`src/rtl/mem_bus_pkg.sv`:
```
// Shared definitions for the memory-mapped I/O bus: command encodings,
// master FSM states and the lab responder's I/O addresses.
package mem_bus_pkg;

   localparam logic [1:0] MNONE  = 2'b00;
   localparam logic [1:0] MREAD  = 2'b01;
   localparam logic [1:0] MWRITE = 2'b10;

   typedef enum logic [2:0] {IDLE, READ, WRITE, ERR, RESP} mm_state_t;

   localparam logic [8:0] LED_ADDR = 9'h100;
   localparam logic [8:0] SW_ADDR  = 9'h140;

endpackage

```
`src/rtl/mem_master.sv`:
```
// Single-outstanding bus initiator: turns datapath load/store requests into
// mem_cmd cycles. Define MEM_MASTER_PERF_EN to add rd_count/wr_count outputs.
module mem_master
   import mem_bus_pkg::*;
#(
   parameter int ADDR_W   = 9,
   parameter int DATA_W   = 16,
   parameter int READ_LAT = 1
) (
   input  logic              clk,
   input  logic              reset,
   input  logic              req_valid,
   output logic              req_ready,
   input  logic              req_write,
   input  logic [ADDR_W-1:0] req_addr,
   input  logic [DATA_W-1:0] req_wdata,
   output logic              rsp_valid,
   output logic [DATA_W-1:0] rsp_rdata,
   output logic              rsp_err,
   output logic [1:0]        mem_cmd,
   output logic [ADDR_W-1:0] mem_addr,
   output logic [DATA_W-1:0] write_data,
   input  logic [DATA_W-1:0] read_data
`ifdef MEM_MASTER_PERF_EN
   ,
   output logic [15:0]       rd_count,
   output logic [15:0]       wr_count
`endif
);

   localparam logic [2:0] LAT = 3'(READ_LAT);

   mm_state_t         state_reg;
   logic [2:0]        cnt_reg;
   logic [ADDR_W-1:0] addr_q;
   logic [DATA_W-1:0] wdata_q;
   logic              write_q;
   logic              err_q;

   // Bus and response outputs are a registered decode of the state, so every
   // phase appears one cycle after the state enters it; read_data is sampled
   // at the end of the last visible MREAD cycle.
   always_ff @(posedge clk or negedge reset) begin
      if (!reset) begin
         state_reg  <= IDLE;
         cnt_reg    <= '0;
         addr_q     <= '0;
         wdata_q    <= '0;
         write_q    <= 1'b0;
         err_q      <= 1'b0;
         req_ready  <= 1'b1;
         rsp_valid  <= 1'b0;
         rsp_rdata  <= '0;
         rsp_err    <= 1'b0;
         mem_cmd    <= MNONE;
         mem_addr   <= '0;
         write_data <= '0;
`ifdef MEM_MASTER_PERF_EN
         rd_count   <= '0;
         wr_count   <= '0;
`endif
      end else begin
         rsp_valid <= 1'b0;
         mem_cmd   <= MNONE;
         req_ready <= 1'b0;
         case (state_reg)
            READ: begin
               mem_cmd  <= MREAD;
               mem_addr <= addr_q;
            end
            WRITE: begin
               mem_cmd    <= MWRITE;
               mem_addr   <= addr_q;
               write_data <= wdata_q;
            end
            RESP: begin
               rsp_valid <= 1'b1;
               rsp_err   <= err_q;
               rsp_rdata <= (err_q || write_q) ? '0 : read_data;
            end
            default: ;
         endcase

         case (state_reg)
            IDLE: begin
               if (req_valid && req_ready) begin
                  addr_q  <= req_addr;
                  wdata_q <= req_wdata;
                  write_q <= req_write;
                  err_q   <= ~req_addr[ADDR_W-1];
                  cnt_reg <= LAT;
                  if (!req_addr[ADDR_W-1])
                     state_reg <= ERR;
                  else if (req_write)
                     state_reg <= WRITE;
                  else
                     state_reg <= READ;
               end else begin
                  req_ready <= 1'b1;
               end
            end
            READ: begin
               if (cnt_reg == 3'd0) begin
                  state_reg <= RESP;
`ifdef MEM_MASTER_PERF_EN
                  if (rd_count != 16'hFFFF) rd_count <= rd_count + 16'd1;
`endif
               end else begin
                  cnt_reg <= cnt_reg - 3'd1;
               end
            end
            WRITE: begin
               state_reg <= RESP;
`ifdef MEM_MASTER_PERF_EN
               if (wr_count != 16'hFFFF) wr_count <= wr_count + 16'd1;
`endif
            end
            ERR:     state_reg <= RESP;
            RESP:    state_reg <= IDLE;
            default: state_reg <= IDLE;
         endcase
      end
   end

endmodule

```
`config.mk`:
```
export PLATFORM = sky130hd
export DESIGN_NAME = mem_master
export DESIGN_NICKNAME = d
export VERILOG_FILES = /design/src/rtl/mem_bus_pkg.sv /design/src/rtl/mem_master.sv
export SDC_FILE = /design/constraint.sdc
export NUM_CORES = 1
export LEC_CHECK = 0
export ABC_CLOCK_PERIOD_IN_PS = 1500
export CAP_MARGIN = 20
export CELL_PAD_IN_SITES_DETAIL_PLACEMENT = 1
export CELL_PAD_IN_SITES_GLOBAL_PLACEMENT = 2
export CORE_MARGIN = 2
export CORE_UTILIZATION = 28
export CTS_CLUSTER_SIZE = 40
export DETAILED_ROUTE_END_ITERATION = 10
export PLACE_DENSITY_LB_ADDON = 0.15
export SETUP_SLACK_MARGIN = 0.2
export SLEW_MARGIN = 20
export SYNTH_ARGS = -nofsm -noshare
export SYNTH_HDL_FRONTEND = slang
export SYNTH_SLANG_ARGS = --single-unit
export TNS_END_PERCENT = 1
```
`constraint.sdc`:
```
create_clock -name clk -period 1.5 [get_ports clk]
set_input_delay 0.3 -clock clk [delete_from_list [all_inputs] [get_ports clk]]
set_output_delay 0.3 -clock clk [all_outputs]
set_load 0.02 [all_outputs]
```
==> impl_metrics.yaml <==
cells_and_area:
  nets: 377
  final_common_cell: "dfrtp_1"
  layout_common_cells: "dfrtp_1, clkbuf_2, clkdlybuf4s50_1"
  final_area_um2: 4354
  reg_top3: "rsp_rdata (16), wdata_q (16), write_data (16)"
  drive_above_1_share: 0.4179
  diodes: 0
  syn2layout_area_growth_pct: 40.83
sta:
  min_period_over_period: 0.9797
  period_minus_slack_ps: 1470
  rsz0062_at_grt: "yes"
  fin_ws_ps: 30.44
  finClkSkew_ps: 10.55
  worstMarginPinSlew_ps: 301.3
  drv_slew: 0
  relSlewSlack: 0.7991
  hold_violations: 0
  max_clock_freq_mhz: 680.5
  setup_viol: 0
power_and_ir_drop:
  swShare: 0.3559
  p_int_uw: 5935
  peakVddDrop_mv: 0.6916
  power_density_nw_per_um2: 2116
  power.total_uw: 9214
  power_frac_seq: 0.395
  netSwitchingPower_uw: 3279
  leakagePower_uw: 0.001984
  combPwrFrac: 0.440
  clkPwrFrac: 0.165
grt:
  grt_max_degree: 34
  grt_pass1_wl_um: 11100
  grt_use_total: 0.1220
  antenna_found_initial: 0
  grt-ovfl-total: 0
  grt_pass1_vias: 2215
logic_synthesis:
  synthCells: 221
  synth-edff-count: 0
  synth.top_cell.area_share: 0.6313
  synth_area_leaders: "dfrtp_1, mux2_2, nand2_1, buf_6, o21ai_0"
  async_flop_share: 1.000
  synth-seq-cells: 79
  synth_area_per_cell_um2: 13.99
  yosysWarnings: 0
  synth_cell_types: 30
  syn_nets: 268
  synth_flop_cell: "dfrtp_1"
  yosysSeqAreaShare: 0.6398
  yosys.area.top_type: "dfrtp_1"
  syn-cell-area_um2: 3092
cts:
  clock_path_buffers: 2
  post-cts-setup-buffers: 0
  cts_tree: "done"
  clock_latency_ps: 340
  cts.sinks: 79
  htreeDepth: 3
  root_buffer: "clkbuf_8"
  clkTransAtPathRegs_ps: 90
  cts_buffers: 9
drt:
  wire_per_inst_um: 14.43
  via_count: 2039
  drt-initial-drc-count: 31
  viasPerCell: 4.293
  first_pass_iters: 2
  drt_wl_total_um: 6852
  ant_nets: 0
  drc: 0
floorplanning:
  ios: 91
  core.rowCount: 38
  die_y_um: 109.1
  start_util: 0.2865
  die_x_um: 109.1
  core_um2: 10790
  dieArea_um2: 11900
place:
  place.gp.congestion: 0.6946
  port_buffers: 90
  dpl_cell_area_um2: 4358
  post-dp-hpwl_um: 4769
  pre_cts_ws_ps: -215.6
status:
  run_status: "complete, no violations"
setup_path:
  rr_startpoint: "req_ready"
  r2r_cells: 4
  worstReg2RegEnd: "wdata_q[0]"
  worstSetupPathType: "reg -> reg"
  end_kind: "flop"
  cp.required_ps: 1740
  start_kind: "flop"
  r2r_setup_slack_ps: 30
  critical_path.max_fanout: 15
  cp.arrival_ps: 1710
hold_path:
  hold_path.class: "in -> async"
flow_run:
  maxCapViolations: 0
cells in the mapped netlist (3+ instances only):
master / count
o21ai_1: 4
o21ai_0: 13
inv_1: 4
dfrtp_1: 78
nor2_1: 3
mux2_2: 50
a21oi_1: 3
nand2_1: 34
buf_6: 6
power groups by stage:
stage / clock network (µW) / logic [µW] / registers [µW]
CTS: 1600 / 4240 / 3620
floorplan: 0 / 2090 / 4200
finish: 1520 / 4050 / 3640
global placement: 0 / 4480 / 3660
global route: 1680 / 4450 / 3760
detailed placement: 0 / 4580 / 3670
worst max-delay path by stage:
| stage | startpoint | depth (start not counted) | to |
|---|---|---|---|
| floorplan | req_ready | 5 | wdata_q[10] |
| global placement | req_valid | 5 | wdata_q[1] |
| detailed placement | req_valid | 5 | wdata_q[0] |
| CTS | req_ready | 4 | wdata_q[15] |
| global route | req_ready | 4 | wdata_q[1] |
| finish | req_ready | 4 | wdata_q[0] |
through the flow:
stage / hold WS (ps) / cells / util / TNS, ps
after floorplan: 4.409 / 221 / - / -1282
after global placement: 209.1 / 458 / 0.4038 / -4301
after detailed placement: 212.6 / 458 / 0.4038 / -4410
after CTS: 381.2 / 475 / 0.4173 / 0
after global routing: 400.1 / 475 / 0.4034 / -22.54
final: 380.6 / 475 / 0.4034 / 0
cell type report:
| cell class | instances | area [µm²] |
|---|---|---|
| clock buffer | 11 | 151.4 |
| multi-input combinational | 129 | 1102 |
| clock inverter | 5 | 40.04 |
| sequential | 79 | 1981 |
| inverter | 4 | 15.01 |
| fill | 1166 | 6439 |
| tap | 140 | 175.2 |
| timing repair buffer | 107 | 889.6 |
critical path, cell delays in order (launching register included):
cell	delay, ps
dfstp_2	540
and2_4	150
and2_4	170
buf_12	170
mux2_2	340
logic make-up after synthesis:
group,after synthesis,synth area share
AOI/OAI and AO/OA,24,0.04330
xor gates and xnor gates,1,0.002833
adders and majority gates,2,0.008093
DFF,79,0.6398
muxes,53,0.1951
buffers and inverters,13,0.03116
and+or+nand+nor,49,0.07973
timing repair:
item	CTS	global route
endpoints found under the hold margin	17	0
pin swaps	0	0
setup endpoints to repair	118	121
resized for setup	48	99
hold buffers	1	0
layer usage:
layer	GRT usage	part of all wire	up-vias
li1	-	-	969
met3	0.03706	0.067	7
met1	0.1614	0.46	1007
met4	0.04121	0.011	0
met5	0	0	-
met2	0.1899	0.46	56
Note: power is estimated with default switching activity, not from simulation.
